File: src/rtl/mem_arb_pkg.sv
// Shared types and encodings for the two-port memory arbiter (mem_arbiter).
// Access-size codes, FSM state encoding, priority modes and the latched command record.
package mem_arb_pkg;

  localparam logic [1:0] MC_WORD = 2'b00;
  localparam logic [1:0] MC_HALF = 2'b01;
  localparam logic [1:0] MC_BYTE = 2'b10;

  localparam int PRIO_RR    = 0;
  localparam int PRIO_FIXED = 1;

  typedef enum logic [1:0] {
    ST_IDLE   = 2'b00,
    ST_ACCESS = 2'b01,
    ST_DONE   = 2'b10
  } state_t;

  typedef struct packed {
    logic        wr;
    logic [1:0]  size;
    logic        sign;
    logic [31:0] addr;
    logic [31:0] wdata;
  } cmd_t;

  // Word accesses need addr[1:0]==0, halfword accesses need addr[0]==0.
  function automatic logic misaligned(input logic [1:0] size, input logic [1:0] lsb);
    return ((size == MC_WORD) && (lsb != 2'b00)) || ((size == MC_HALF) && lsb[0]);
  endfunction

endpackage

File: src/rtl/mem_arb_rr_arb2.sv
// rr_arb2: combinational two-way pick between the CPU port (0) and the secondary master (1).
// Round-robin uses the last granted port; fixed priority always favours port 0.
module rr_arb2
  import mem_arb_pkg::*;
#(
  parameter int PRIO_MODE = PRIO_RR
) (
  input  logic [1:0] req,
  input  logic       last_gnt,
  output logic       gnt_id,
  output logic       valid
);

  always_comb begin
    valid  = |req;
    gnt_id = 1'b0;
    if (req == 2'b10) begin
      gnt_id = 1'b1;
    end else if (req == 2'b11) begin
      gnt_id = (PRIO_MODE == PRIO_FIXED) ? 1'b0 : ~last_gnt;
    end
  end

endmodule

File: src/rtl/mem_arbiter.sv
// mem_arbiter: serialises two masters onto the shared MEM32, holding strobes for MEM_LAT cycles.
// Optional build macro MEM_ARB_ALIGN_CHK_EN: misaligned word/half commands complete at once with err.
module mem_arbiter
  import mem_arb_pkg::*;
#(
  parameter int MEM_LAT   = 2,
  parameter int PRIO_MODE = PRIO_RR
) (
  input  logic        clk,
  input  logic        rst,
  input  logic        c0_req,
  input  logic        c0_wr,
  input  logic [1:0]  c0_size,
  input  logic        c0_sign,
  input  logic [31:0] c0_addr,
  input  logic [31:0] c0_wdata,
  output logic        c0_ack,
  output logic [31:0] c0_rdata,
  output logic        c0_err,
  input  logic        c1_req,
  input  logic        c1_wr,
  input  logic [1:0]  c1_size,
  input  logic        c1_sign,
  input  logic [31:0] c1_addr,
  input  logic [31:0] c1_wdata,
  output logic        c1_ack,
  output logic [31:0] c1_rdata,
  output logic        c1_err,
  output logic        mem_w,
  output logic        mem_r,
  output logic [1:0]  mem_c,
  output logic        mem_s,
  output logic [31:0] mem_addr,
  output logic [31:0] mem_wdata,
  input  logic [31:0] mem_rdata,
  output logic        busy,
  output logic        gnt_id
);

  localparam int CNT_W = (MEM_LAT > 1) ? $clog2(MEM_LAT) : 1;

  state_t           state_q, state_d;
  cmd_t             cmd_q, cmd0, cmd1, cmd_pick;
  logic             gnt_q, last_q, err_q;
  logic             arb_gnt, arb_valid, pick_mis;
  logic [CNT_W-1:0] cnt_q;
  logic [31:0]      rdata0_q, rdata1_q;

  assign cmd0     = '{wr: c0_wr, size: c0_size, sign: c0_sign, addr: c0_addr, wdata: c0_wdata};
  assign cmd1     = '{wr: c1_wr, size: c1_size, sign: c1_sign, addr: c1_addr, wdata: c1_wdata};
  assign cmd_pick = arb_gnt ? cmd1 : cmd0;

  rr_arb2 #(.PRIO_MODE(PRIO_MODE)) u_arb (
    .req      ({c1_req, c0_req}),
    .last_gnt (last_q),
    .gnt_id   (arb_gnt),
    .valid    (arb_valid)
  );

`ifdef MEM_ARB_ALIGN_CHK_EN
  assign pick_mis = misaligned(cmd_pick.size, cmd_pick.addr[1:0]);
`else
  assign pick_mis = 1'b0;
`endif

  always_ff @(posedge clk or posedge rst) begin
    if (rst) state_q <= ST_IDLE;
    else     state_q <= state_d;
  end

  // Strobes and acks decode straight from the state register so an async reset drops them at once.
  always_comb begin
    state_d = state_q;
    mem_r   = 1'b0;
    mem_w   = 1'b0;
    c0_ack  = 1'b0;
    c1_ack  = 1'b0;
    busy    = 1'b0;
    case (state_q)
      ST_IDLE: begin
        if (arb_valid) state_d = pick_mis ? ST_DONE : ST_ACCESS;
      end
      ST_ACCESS: begin
        busy  = 1'b1;
        mem_r = ~cmd_q.wr;
        mem_w = cmd_q.wr;
        if (cnt_q == '0) state_d = ST_DONE;
      end
      ST_DONE: begin
        busy    = 1'b1;
        c0_ack  = ~gnt_q;
        c1_ack  = gnt_q;
        state_d = ST_IDLE;
      end
      default: state_d = ST_IDLE;
    endcase
  end

  // A rejected misaligned command leaves the memory-side fields at their previous values.
  always_ff @(posedge clk or posedge rst) begin
    if (rst) begin
      cmd_q    <= '0;
      gnt_q    <= 1'b0;
      last_q   <= 1'b1;
      err_q    <= 1'b0;
      cnt_q    <= '0;
      rdata0_q <= '0;
      rdata1_q <= '0;
    end else begin
      if ((state_q == ST_IDLE) && arb_valid) begin
        gnt_q  <= arb_gnt;
        last_q <= arb_gnt;
        err_q  <= pick_mis;
        cnt_q  <= CNT_W'(MEM_LAT - 1);
        if (!pick_mis) cmd_q <= cmd_pick;
      end
      if (state_q == ST_ACCESS) begin
        if (cnt_q == '0) begin
          if (gnt_q) rdata1_q <= mem_rdata;
          else       rdata0_q <= mem_rdata;
        end else begin
          cnt_q <= cnt_q - CNT_W'(1);
        end
      end
    end
  end

  assign mem_c     = cmd_q.size;
  assign mem_s     = cmd_q.sign;
  assign mem_addr  = cmd_q.addr;
  assign mem_wdata = cmd_q.wdata;
  assign gnt_id    = gnt_q;
  assign c0_rdata  = rdata0_q;
  assign c1_rdata  = rdata1_q;
  assign c0_err    = c0_ack & err_q;
  assign c1_err    = c1_ack & err_q;

endmodule

File: config.mk
export PLATFORM = sky130hd
export DESIGN_NAME = mem_arbiter
export DESIGN_NICKNAME = d
export VERILOG_FILES = /design/src/rtl/mem_arb_pkg.sv /design/src/rtl/mem_arb_rr_arb2.sv /design/src/rtl/mem_arbiter.sv
export SDC_FILE = /design/constraint.sdc
export NUM_CORES = 1
export LEC_CHECK = 0
export BUFFER_PORTS_ARGS = -buffer_cell sky130_fd_sc_hd__buf_2
export CAP_MARGIN = 25
export CORE_AREA = 2 2 122 124
export DETAILED_ROUTE_END_ITERATION = 12
export DIE_AREA = 0 0 124 126
export PLACE_DENSITY = 0.88
export SLEW_MARGIN = 10
export SYNTH_ARGS = -nofsm -noshare
export SYNTH_HDL_FRONTEND = slang
export SYNTH_SLANG_ARGS = --single-unit
File: constraint.sdc
create_clock -name clk -period 11.7 [get_ports clk]
set_clock_uncertainty 0.15 [all_clocks]
set_input_delay 2.34 -clock clk [delete_from_list [all_inputs] [get_ports clk]]
set_output_delay 2.34 -clock clk [all_outputs]
set_load 0.01 [all_outputs]
# [Word-level counts from Yosys, hierarchy flattened]
# Cells that the tools add are included.
# Widths: inputs -> output; s select.
[totals] register_bits=137 input_bits=172 out_inout_bits=139 elab_cells=43
[op_classes] addsub=1 n_eq_ne=6 muxes=14 bitwise=4 n_reduce_logical=7
[op_table] op="$mux 68" count=1
[op_table] op="$mux 1" count=10
[op_table] op="$eq 2x2->1 const B" count=3
[op_table] op="$reduce_and 3->1" count=2
[op_table] op="$mux 2" count=2
[op_table] op="$ne 2x2->1 const B" count=2
[op_table] op="$not 1->1" count=4
[op_table] op="$pmux 2 s2" count=1
[op_table] op="$reduce_or 2->1" count=2
[op_table] op="$eq 2x1->1 const B" count=1
[op_table] op="$logic_not 2->1" count=1
[op_table] op="$reduce_and 2->1" count=1
[op_table] op="$logic_and 1x1->1" count=1
[op_table] op="$sub 1x1->1 const B" count=1

# [Logic depth before layout (Yosys ltp)]
# Gate-level depths: netlist of the first run.
[depth] depth_word=5 mapped_depth=8 depth_no_buf=5

# [Modules after synthesis]
# From an unflattened synthesis of the first run, not the netlist that was laid out.
[unflattened] cells_unflattened=532 area_unflattened_um2=6314.8
[by_module_without_submodules] module="mem_arbiter" n_inst=1 cells_each=530 area_per_inst_um2=6301.0 seq_area_each_um2=3429.5
[by_module_without_submodules] module="rr_arb2" n_inst=1 cells_each=2 area_per_inst_um2=13.8 seq_area_each_um2=0.0

# [Worst setup path before layout of the first run]
# OpenSTA, ideal clock, no wires.
[synth_timing] path_type="input to register" from="in c0_req" to="reg cmd_q (netlist bit mem_wdata[0])" setup_ps=122 t_arrival_ps=3195 required_ps=11428 setup_slack_ps=8233 cell_stages=7 path_buffers=4 path_cell_list="buf_2 > a21bo_2 > buf_2 > buf_4 > buf_4 > nand2_1 > a21oi_1"
[synth_via] elab_chain_len=4 word_cells_on_any_way=7 cone_classes="eq/ne (2); mux (3); reduce/logical (2)"
[synth_lines] element="start, declared" line_no="mem_arbiter.sv:11" rtl="input logic c0_req,"
[synth_lines] element="$eq 2x2->1" line_no="mem_arb_rr_arb2.sv:19" rtl="end else if (req == 2'b11) begin"
[synth_lines] element="$mux 1" line_no="mem_arb_rr_arb2.sv:19"
[synth_lines] element="$mux 1" line_no="mem_arb_rr_arb2.sv:17" rtl="if (req == 2'b10) begin"
[synth_lines] element="$mux 68" line_no="mem_arbiter.sv:51" rtl="assign cmd_pick = arb_gnt ? cmd1 : cmd0;"
[synth_lines] element="end signal, assigned" line_no="mem_arbiter.sv:115" rtl="if (!pick_mis) cmd_q <= cmd_pick;"
[synth_lines] element="end, declared" line_no="mem_arbiter.sv:43" rtl="cmd_t cmd_q, cmd0, cmd1, cmd_pick;"
# Several ways; a longest one is shown, not always the timed one.
# A chain may end at the register's enable or synchronous reset.

# [Worst setup path after layout of the first run]
[layout_timing] from="reg state_q[1]" to="out mem_r"
[layout_via] elab_chain_len=2
[layout_lines] element="start, declared" line_no="mem_arbiter.sv:42" rtl="state_t state_q, state_d;"
[layout_lines] element="start signal, assigned" line_no="mem_arbiter.sv:68" rtl="else state_q <= state_d;"
[layout_lines] element="$eq 2x1->1" line_no="mem_arbiter.sv:79" rtl="case (state_q)"
[layout_lines] element="$mux 1" line_no="mem_arbiter.sv:79"
[layout_lines] element="end, declared" line_no="mem_arbiter.sv:30" rtl="output logic mem_r,"
# Every way passes these cells.

==> run metrics, run 1 <==
post-synthesis cell type with the largest combined area dfrtp_1; Max Root-Sink Buffers 2; clock period minus worst slack 4.11 ns; Site Rows 44; leading cell types by total area after synthesis dfrtp_1 (54%), mux2_2 (11%), a21oi_1 (11%), buf_4 (9.6%), nor2_1 (4.1%); synthesized area divided by synthesized cell count 10.3 um2; unrepaired setup endpoints after global routing false; total number of clock tree sinks 137; worst voltage drop across the vdd grid 118 uV; gpl congestion 0.831; Critical Setup Path Class reg2out; Fillers 1254; Cell Chain, Critical Path inv_1 > ha_1 > nor2b_1 > buf_2; die height 126 um; Yosys warning total 0; part of the total power dissipated in sequential elements 36.5%; Reg2Reg Launch Point state_q[0]; total power per unit cell area 291 mW/mm2; Net Switching 0.894 mW; cell count after synthesis 607; worst slew pin tran 0.813 ns; Final Hold Vio Count 0; internal power summed over all cells 1.43 mW; core outline area 0.0143 mm2; Total Neg Setup Slack 0 ns; combined global-route utilization of all metal layers 21.0%; top-area cell type share of the netlist area 54.3%; leftover overflow at the end of global routing 0; crit-path max cell delay 0.38 ns; highest clock rate 243 MHz; total setup buffers inserted after CTS 0; Total Routed Length 16400 um; family with the most delay on the worst path flip-flops; type of the tightest min-delay check reg2reg; Max-slew headroom 45.8%; run status completed; Final Max Tran Viols 0; Required @ worst endpoint 9.21 ns; HPWL after detailed placement 11800 um; number of nets in the layout 1011; number of remaining DRC errors 0; fin cells 1033; fraction of final layout cells with drive strength greater than 1 49.2%; data arrival time at the worst-slack endpoint 1.62 ns; clock network fraction of total power 22.3%; die footprint 0.0156 mm2; share of synthesized area occupied by flip-flops and latches 54.7%; Switching Share 38.5%; Via Count 5150; number of antenna violations at the first check in global routing 1; Avg WL per Cell 15.8 um; combined buffer and inverter count along the critical path 2; Clock H-tree levels 4; total leakage power 3.98 nW; average via count per standard cell 4.99; setup violators final 0; startpoint type of the worst setup path register; endpoint type of the worst setup path primary output; CTS root buffer clkbuf_16; growth of design area from synthesis to finish 27.3%; I/O Buffers 308; critical-path maximum fanout 8; global-route wire length before repair 25300 um; starting DRC count in detailed routing 258; Initial Util 43.8%; number of placed I/O pins 311; first-pass iteration count of the detailed router 4; most used cells in the layout excluding fill and tap cells buf_2 (308), a21oi_1 (141), dfrtp_1 (136); launch point of the worst path state_q[1]; flops & latches, synth 137; fraction of power consumed by combinational cells 41.2%; width of the die 124 um; Post-Synthesis Cell Area 0.00627 mm2; Period Utilization, post-route 35.1%; remaining number of nets flagged by the antenna check after routing 0; count of inserted antenna diode cells 0; CTS tree yes; number of gates resized after cts 0; vias in the first global route 5088; startpoint of the lowest-slack hold path c0_rdata[0]; Clock Pin Slew Worst Setup and Hold Paths 0.06 ns; Worst path slowest cell dfrtp_1; max-capacitance violation count 0; clock latency reported for the late side of the worst-skew pair 0.41 ns; hold-fix buffer count after cts 0; pin count of the biggest net entering global routing 74; Inst Count DP 1001; most common cell after layout, fill and taps aside buf_2; Unique masters post-synth 25; CTS buffer count 17
## metal layers
layer	vias up	share of wire [%]	global-route usage, %
met1	2471	39	24.9
met5	-	0	0
met3	17	8.9	6.97
met4	0	1.5	6.48
li1	2424	-	-
met2	238	51	36.1
## cell usage after synthesis
master,instances
a21bo_2,1
a21boi_2,1
a21o_1,2
a21oi_1,141
a22o_1,1
a31oi_1,1
and2_1,2
buf_1,1
buf_2,17
buf_4,80
clkbuf_1,8
conb_1,1
dfrtp_1,136
dfstp_2,1
ha_1,3
inv_1,3
mux2_2,64
mux2i_1,1
nand2_1,68
nand3b_1,1
nor2_1,69
nor2b_1,2
nor3b_4,1
o21a_1,1
o21ai_1,1
## final cells by class
cell class	instances	area (um2)	share of cell area, %
clock buffer	17	425	5.33
clock inverter	15	153	1.91
inverter	3	16.3	0.204
multi-input combinational	362	2130	26.7
sequential	137	3430	43.0
tap	184	230	2.89
timing repair buffer	315	1590	20.0
## worst register-to-register path: cells and delay by family (launching register included)
kind / cells / cell delay [ns]
buffers and inverters: 2 / 0.67
AO/OA/AOI/OAI: 2 / 0.62
flip-flops: 1 / 0.38
adder cells (fa/ha/maj): 1 / 0.38
AND/OR/NAND/NOR: 1 / 0.16
## cells by family after synthesis
logic type,after synthesis,synth area share (%)
compound gates,149,12.3
simple gates,143,9.02
flops,137,54.7
buf+inv,109,11.7
mux,65,11.7
fa+ha+maj,3,0.599
other cells,1,0.0598
## stage by stage
| stage | hold slack, ns | util (%) | area, um2 | power [mW] | worst slack [ns] |
|---|---|---|---|---|---|
| 2_1_floorplan | 0.346 | - | 6270 | 1.58 | 5.54 |
| 3_3_place_gp | 0.330 | 51.7 | 7400 | 1.78 | 7.50 |
| 3_5_place_dp | 0.337 | 51.7 | 7400 | 1.82 | 7.45 |
| 4_1_cts | 0.351 | 55.7 | 7980 | 2.35 | 7.55 |
| 5_1_grt | 0.366 | 55.7 | 7980 | 2.49 | 7.48 |
| 6_report | 0.349 | 55.7 | 7980 | 2.32 | 7.59 |
## state kept, by name, indices dropped and copies added, names as in the netlist
| register | flops |
|---|---|
| c0_rdata | 32 |
| mem_wdata | 32 |
| gnt_id | 1 |
| cnt_q | 1 |
| c1_rdata | 32 |
| mem_c | 2 |
| mem_addr | 32 |
| mem_s | 1 |
| last_q | 1 |
| state_q | 2 |
| cmd_q | 1 |
## final timing paths
path	to	cells after the start	slack, ns
setup / recovery	mem_r	4	7.59
hold / removal	c0_rdata[0]	1	0.35
setup reg to reg	mem_wdata[10]	6	9.28
hold reg to reg	c0_rdata[0]	1	0.35
max in group asynchronous	cnt_q	3	8.20
min in group asynchronous	c0_rdata[24]	2	1.88
## power groups by stage
stage          Combinational [mW]  Clock [mW]  Sequential (mW)
2_1_floorplan               0.691           0            0.893
3_3_place_gp                0.938           0            0.842
3_5_place_dp                0.967           0            0.853
4_1_cts                     0.970       0.529            0.848
5_1_grt                      1.06       0.552            0.881
6_report                    0.957       0.518            0.849
No activity file was read; power rests on OpenSTA's default activity.
==> inputs of run 2 (changes only) <==
--- a/config.mk
+++ b/config.mk
@@ -7,9 +7,9 @@
 export LEC_CHECK = 0
 export BUFFER_PORTS_ARGS = -buffer_cell sky130_fd_sc_hd__buf_2
 export CAP_MARGIN = 25
-export CORE_AREA = 2 2 122 124
+export CORE_MARGIN = 1
+export CORE_UTILIZATION = 42
 export DETAILED_ROUTE_END_ITERATION = 12
-export DIE_AREA = 0 0 124 126
 export PLACE_DENSITY = 0.88
 export SLEW_MARGIN = 10
 export SYNTH_ARGS = -nofsm -noshare
==> constraint.sdc (replaced) <==
create_clock -name clk -period 3.7 [get_ports clk]
set_clock_uncertainty 0.15 [all_clocks]
set_input_delay 0.74 -clock clk [delete_from_list [all_inputs] [get_ports clk]]
set_output_delay 0.74 -clock clk [all_outputs]
set_load 0.01 [all_outputs]
==> run 2 against run 1 <==
  * Utilization shrank 0.69 points
  * Die area shrank 1.3%
  * Non-clock buffer count grew 3
  * Via count grew 0.25%
  * Combinational power grew to 3.2 times the previous value
  * Setup slack lost 6.3 ns
  * Sequential share of layout area shrank 0.12 points
  * Hold slack is essentially flat
  * Sequential power grew to 3.2 times the previous value
  * Clock power grew to 3.0 times the previous value
  * Critical endpoint unchanged
  * Register-to-register slack lost 7.7 ns
  * Sequential cell count is the same
==> run metrics, run 2 (synthesis results as in run 1) <==
core occupancy in the finished layout 55.1% (was 55.7%); final total power 7.30 mW (was 2.32 mW); Final Max Tran Viols 0 (unchanged); startpoint type of the worst setup path register (unchanged); family with the most delay on the worst path flip-flops (unchanged); width of the die 124 um (about the same); Total Neg Setup Slack 0 ns (unchanged); HPWL after detailed placement 11300 um (was 11800 um); leftover overflow at the end of global routing 0 (unchanged); hold-fix buffer count after cts 0 (unchanged); Worst path slowest cell dfrtp_1 (unchanged); most common cell after layout, fill and taps aside buf_2 (unchanged); Clock Pin Slew Worst Setup and Hold Paths 0.06 ns (about the same); core outline area 0.0145 mm2 (was 0.0143 mm2); combined global-route utilization of all metal layers 20.4% (was 21.0%); fraction of final layout cells with drive strength greater than 1 49.3% (was 49.2%); unrepaired setup endpoints after global routing false (unchanged); Max-slew headroom 44.8% (was 45.8%); CTS tree yes (unchanged); crit-path max cell delay 0.38 ns (about the same); clock network fraction of total power 21.5% (was 22.3%); Switching Share 37.7% (was 38.5%); Period Utilization, post-route 65.2%; run status completed (unchanged); CTS buffer count 17 (unchanged); setup violators final 0 (unchanged); Final Hold Vio Count 0 (unchanged); starting DRC count in detailed routing 230 (was 258); die footprint 0.0154 mm2 (was 0.0156 mm2); clock period minus worst slack 2.41 ns; part of the total power dissipated in sequential elements 36.9% (was 36.5%); total leakage power 3.98 nW (about the same); Via Count 5163 (was 5150); global-route wire length before repair 24000 um (was 25300 um); worst voltage drop across the vdd grid 419 uV (was 118 uV); most used cells in the layout excluding fill and tap cells buf_2 (308), a21oi_1 (141), dfrtp_1 (136) (unchanged); number of remaining DRC errors 0 (unchanged); Clock H-tree levels 4 (unchanged); Site Rows 44 (unchanged); total power per unit cell area 912 mW/mm2 (was 291 mW/mm2); die height 124 um (was 126 um); highest clock rate 414 MHz; number of antenna violations at the first check in global routing 0 (was 1); first-pass iteration count of the detailed router 4 (unchanged); internal power summed over all cells 4.54 mW (was 1.43 mW); average via count per standard cell 4.98 (was 4.99); CTS root buffer clkbuf_16 (unchanged); I/O Buffers 308 (unchanged); total number of clock tree sinks 137 (unchanged); fraction of power consumed by combinational cells 41.7% (was 41.2%); Avg WL per Cell 15.3 um (was 15.8 um); Initial Util 43.1% (was 43.8%); remaining number of nets flagged by the antenna check after routing 0 (unchanged); number of gates resized after cts 0 (unchanged); type of the tightest min-delay check reg2reg (unchanged); critical-path maximum fanout 8 (unchanged); Total Routed Length 15800 um (was 16400 um); Required @ worst endpoint 2.81 ns (was 9.21 ns); Cell Chain, Critical Path inv_1 > ha_1 > nor2b_1 > buf_2 (unchanged); Hold Slack 0.349 ns (about the same); number of nets in the layout 1014 (was 1011); data arrival time at the worst-slack endpoint 1.52 ns (was 1.62 ns); total setup buffers inserted after CTS 0 (unchanged); worst slew pin tran 0.826 ns (was 0.813 ns); Critical Setup Path Class reg2out (unchanged); combined buffer and inverter count along the critical path 2 (unchanged); vias in the first global route 5060 (was 5088); count of inserted antenna diode cells 0 (unchanged); endpoint type of the worst setup path primary output (unchanged); Inst Count DP 1004 (was 1001); Max Root-Sink Buffers 2 (unchanged); number of placed I/O pins 311 (unchanged); pin count of the biggest net entering global routing 138 (was 74); Net Switching 2.75 mW (was 0.894 mW); clock latency reported for the late side of the worst-skew pair 0.40 ns (was 0.41 ns); growth of design area from synthesis to finish 27.7% (was 27.3%); fin cells 1036 (was 1033); max-capacitance violation count 0 (unchanged); gpl congestion 0.806 (was 0.831)
run 2: changes by cell type in the layout (fill, tap and decap cells not counted), sizes merged:
| cell | change |
|---|---|
| inv | -4 |
| buf | +3 |
| clkbuf | +2 |
| clkinv | +1 |
| clkinvlp | +1 |
run 2: per-layer routing:
metal | part of all wire [%] | track usage [%] | routed length (um)
met5 | 0 | 0 | 0
met4 | 2.0 | 7.74 | 316
met3 | 8.6 | 6.68 | 1370
met2 | 51 | 36.3 | 8080
met1 | 38 | 22.3 | 6050
run 2: worst register-to-register path, stage by stage (launching register included):
cell and delay (ns):
dfrtp_1 0.38, inv_1 0.10, ha_1 0.33, nor3b_4 0.23
buf_4 0.41, mux2_2 0.42
run 2: power by group through the flow:
stage,sequential (mW),combinational (mW),clock (mW)
6_report,2.69,3.04,1.57
3_3_place_gp,2.66,2.98,0
4_1_cts,2.69,3.08,1.60
5_1_grt,2.80,3.39,1.68
3_5_place_dp,2.70,3.08,0
2_1_floorplan,2.82,2.19,0
run 2: final timing paths:
path                              start  slack (ns)  cells after the start       endpoint
setup / recovery             state_q[1]        1.29                      4          mem_r
hold / removal             c1_rdata[28]        0.35                      1   c1_rdata[28]
setup reg to reg             state_q[1]        1.57                      5   c0_rdata[11]
hold reg to reg            c1_rdata[28]        0.35                      1   c1_rdata[28]
max in group asynchronous           rst        2.44                      3      cmd_q[67]
min in group asynchronous           rst        0.39                      3  mem_wdata[22]
run 2: stage by stage:
| stage | cell area [um2] | setup WS, ns |
|---|---|---|
| after global routing | 8000 | 1.18 |
| after floorplan | 6270 | 1.10 |
| final | 8000 | 1.29 |
| after CTS | 8000 | 1.24 |
| after global placement | 7450 | 1.23 |
| after detailed placement | 7450 | 1.19 |
run 2: final cells by class:
type                       instances  area (um2)
fill                            1287        6530
sequential                       137        3430
multi-input combinational        362        2130
timing repair buffer             318        1640
clock buffer                      19         443
tap                              184         230
clock inverter                    13         111
inverter                           3        15.0
==> inputs of run 3 (changes only) <==
--- a/config.mk
+++ b/config.mk
@@ -5,10 +5,11 @@
 export SDC_FILE = /design/constraint.sdc
 export NUM_CORES = 1
 export LEC_CHECK = 0
+export ABC_AREA = 1
 export BUFFER_PORTS_ARGS = -buffer_cell sky130_fd_sc_hd__buf_2
 export CAP_MARGIN = 25
 export CORE_MARGIN = 1
-export CORE_UTILIZATION = 42
+export CORE_UTILIZATION = 43
 export DETAILED_ROUTE_END_ITERATION = 12
 export PLACE_DENSITY = 0.88
 export SLEW_MARGIN = 10
==> constraint.sdc (replaced) <==
create_clock -name clk -period 2.05 [get_ports clk]
set_clock_uncertainty 0.15 [all_clocks]
set_input_delay 0.41 -clock clk [delete_from_list [all_inputs] [get_ports clk]]
set_output_delay 0.41 -clock clk [all_outputs]
set_load 0.01 [all_outputs]
==> run 3 against run 2 <==
  * Clock-buffer cell count grew 1
  * Clock power grew 83%
  * Global-route usage grew 1.0 points
  * Critical path depth shrank 1
  * Setup slack lost 1.3 ns
  * Non-clock buffer count grew 1
  * Total power grew 81%
  * Largest cell class unchanged
==> run metrics, run 3 <==
starting DRC count in detailed routing 316 (was 230); share of synthesized area occupied by flip-flops and latches 48.9% (was 54.7%); Max-slew headroom 62.6% (was 44.8%); Critical Setup Path Class reg2out (unchanged); width of the die 130 um (was 124 um); fraction of final layout cells with drive strength greater than 1 31.0% (was 49.3%); die footprint 0.0168 mm2 (was 0.0154 mm2); leftover overflow at the end of global routing 0 (unchanged); unrepaired setup endpoints after global routing true (was false); Metal-1 WL 7230 um (was 6050 um); gpl congestion 0.780 (was 0.806); fraction of power consumed by combinational cells 41.2% (was 41.7%); Post-Synthesis Cell Area 0.00701 mm2 (was 0.00627 mm2); top-area cell type share of the netlist area 48.5% (was 54.3%); die height 130 um (was 124 um); startpoint of the lowest-slack hold path mem_rdata[18] (was c1_rdata[28]); number of remaining DRC errors 0 (unchanged); average via count per standard cell 4.73 (was 4.98); vias in the first global route 5877 (was 5060); Switching Share 40.6% (was 37.7%); Unique masters post-synth 19 (was 25); count of inserted antenna diode cells 0 (unchanged); most common library cells after synthesis nand2_1 (281), inv_1 (178), nand3_1 (138) (was a21oi_1 (141), dfrtp_1 (136), buf_4 (80)); number of placed I/O pins 311 (unchanged); most used cells in the layout excluding fill and tap cells buf_2 (308), nand2_1 (280), inv_1 (176) (was buf_2 (308), a21oi_1 (141), dfrtp_1 (136)); Yosys warning total 0 (unchanged); Via Count 6524 (was 5163); core occupancy in the finished layout 55.5% (was 55.1%); launch point of the worst path state_q[0] (was state_q[1]); leading cell types by total area after synthesis dfrtp_1 (49%), nand2_1 (15%), nand3_1 (9.9%), inv_1 (9.5%), buf_4 (7.5%) (was dfrtp_1 (54%), mux2_2 (11%), a21oi_1 (11%), buf_4 (9.6%), nor2_1 (4.1%)); Detail Route met2 WL 8770 um (was 8080 um); post-synthesis cell type with the largest combined area dfrtp_1 (unchanged); Cell Chain, Critical Path inv_1 > ha_1 > buf_2 (was inv_1 > ha_1 > nor2b_1 > buf_2); Final Hold Vio Count 0 (unchanged); combined global-route utilization of all metal layers 21.4% (was 20.4%); clock period minus worst slack 2.03 ns; combined buffer and inverter count along the critical path 2 (unchanged); first-pass iteration count of the detailed router 6 (was 4); Net Switching 5.37 mW (was 2.75 mW); Clock Pin Slew Worst Setup and Hold Paths 0.06 ns (about the same); worst slew pin tran 0.560 ns (was 0.826 ns); highest clock rate 493 MHz; part of the total power dissipated in sequential elements 37.0% (was 36.9%); Period Utilization, post-route 99.0%; total power per unit cell area 1500 mW/mm2 (was 912 mW/mm2); global-route wire length before repair 27700 um (was 24000 um); Clock H-tree levels 4 (unchanged); clock latency reported for the late side of the worst-skew pair 0.42 ns (was 0.40 ns); CTS root buffer clkbuf_16 (unchanged); Reg2Reg Launch Point state_q[0] (was state_q[1]); post-route design area 0.00881 mm2 (was 0.00800 mm2); most common cell after layout, fill and taps aside buf_2 (unchanged); flops & latches, synth 137 (unchanged); synthesized area divided by synthesized cell count 7.55 um2 (was 10.3 um2); Worst path slowest cell dfrtp_1 (unchanged); remaining number of nets flagged by the antenna check after routing 0 (unchanged); number of antenna violations at the first check in global routing 1 (was 0); I/O Buffers 308 (unchanged); worst voltage drop across the vdd grid 928 uV (was 419 uV); setup violators final 0 (unchanged); total number of clock tree sinks 137 (unchanged); type of the tightest min-delay check in2reg (was reg2reg); cell with the most instances after synthesis nand2_1 (was a21oi_1); Max Root-Sink Buffers 2 (unchanged); family with the most delay on the worst path flip-flops (unchanged); startpoint type of the worst setup path register (unchanged); CTS buffer count 17 (unchanged); growth of design area from synthesis to finish 25.7% (was 27.7%); Avg WL per Cell 13.2 um (was 15.3 um); endpoint type of the worst setup path primary output (unchanged); Hold Slack 0.0973 ns (was 0.349 ns); Initial Util 44.1% (was 43.1%); run status completed (unchanged); Required @ worst endpoint 1.49 ns (was 2.81 ns); internal power summed over all cells 7.84 mW (was 4.54 mW); pin count of the biggest net entering global routing 82 (was 138); most common flop cell mapped by yosys dfrtp_1 (unchanged); clock network fraction of total power 21.8% (was 21.5%); CTS tree yes (unchanged); number of flops mapped to enable cells by yosys 0 (unchanged); number of nets in the layout 1326 (was 1014); crit-path max cell delay 0.42 ns (was 0.38 ns); Final Max Tran Viols 0 (unchanged); cell count after synthesis 929 (was 607); Site Rows 46 (was 44); core outline area 0.0159 mm2 (was 0.0145 mm2); data arrival time at the worst-slack endpoint 1.47 ns (was 1.52 ns); Total Routed Length 18200 um (was 15800 um); HPWL after detailed placement 12500 um (was 11300 um); max-capacitance violation count 0 (unchanged); total leakage power 5.44 nW (was 3.98 nW); Fillers 1415 (was 1287); post-detailed-placement cell area 0.00823 mm2 (was 0.00745 mm2); FFs w/ async S/R, synth 100% (unchanged); max layer used met4 (unchanged); critical-path maximum fanout 3 (was 8); Met3 Routed Length 1730 um (was 1370 um)
==> run 3: through the flow <==
stage,power (mW),setup TNS [ns],setup WS (ns),instances
3_5_place_dp,10.4,0,0.163,1347
3_3_place_gp,10.1,0,0.252,1347
4_1_cts,13.3,0,0.0195,1380
6_report,13.2,0,0.0206,1380
2_1_floorplan,8.92,-29.42,-0.216,930
5_1_grt,14.2,-0.0364,-0.0351,1380
==> run 3: worst register-to-register path: cells and delay by family (launching register included) <==
family	cells	cell delay [ns]
flip-flops	1	0.42
adder cells (fa/ha/maj)	1	0.23
AND/OR/NAND/NOR	3	0.32
buffers and inverters	4	0.66
==> run 3: cells by family after synthesis <==
| kind of cell | Yosys count | synth area share, % |
|---|---|---|
| AOI/OAI and AO/OA | 66 | 4.71 |
| adders and majority gates | 3 | 0.535 |
| buffers and inverters | 296 | 20.1 |
| DFF | 137 | 48.9 |
| other | 1 | 0.0535 |
| and+or+nand+nor | 426 | 25.6 |
==> run 3: area by class of cell <==
type	instances	area [um2]	share of cell area, %
Clock buffer	20	467	5.29
Multi-Input combinational cell	497	2190	24.8
Inverter	179	676	7.67
Clock inverter	12	92.6	1.05
Sequential cell	137	3430	38.9
Timing Repair Buffer	319	1690	19.2
Tap cell	216	270	3.07
==> run 3: final timing paths <==
kind,to,slack [ns],cells past startpoint
max,busy,0.02,3
min,c0_rdata[18],0.1,3
max reg2reg,mem_wdata[28],0.22,8
min reg2reg,mem_wdata[19],0.32,2
max in group asynchronous,state_q[1],0.84,4
min in group asynchronous,c1_rdata[12],0.51,4
==> run 3: repair_timing <==
item / in CTS / in global routing
setup endpoints to repair: 2 / 11
setup buffers: 0 / 0
hold buffers: 1 / 0
endpoints found under the hold margin: 55 / 0
gates cloned: 0 / 0
gates resized for setup: 1 / 3
==> run 3: power groups by stage <==
stage / logic, mW / registers, mW / clock network, mW
after global routing: 6.15 / 5.02 / 3.07
after CTS: 5.49 / 4.86 / 2.95
after floorplan: 3.88 / 5.04 / 0
final: 5.45 / 4.88 / 2.88
after detailed placement: 5.50 / 4.85 / 0
after global placement: 5.29 / 4.85 / 0
==> run 3: per-layer routing <==
layer  vias to the layer above  track usage [%]
met5                         -                0
met4                         0             9.71
met3                        33             7.06
met2                       327             35.3
met1                      2997             25.3
li1                       3167                -
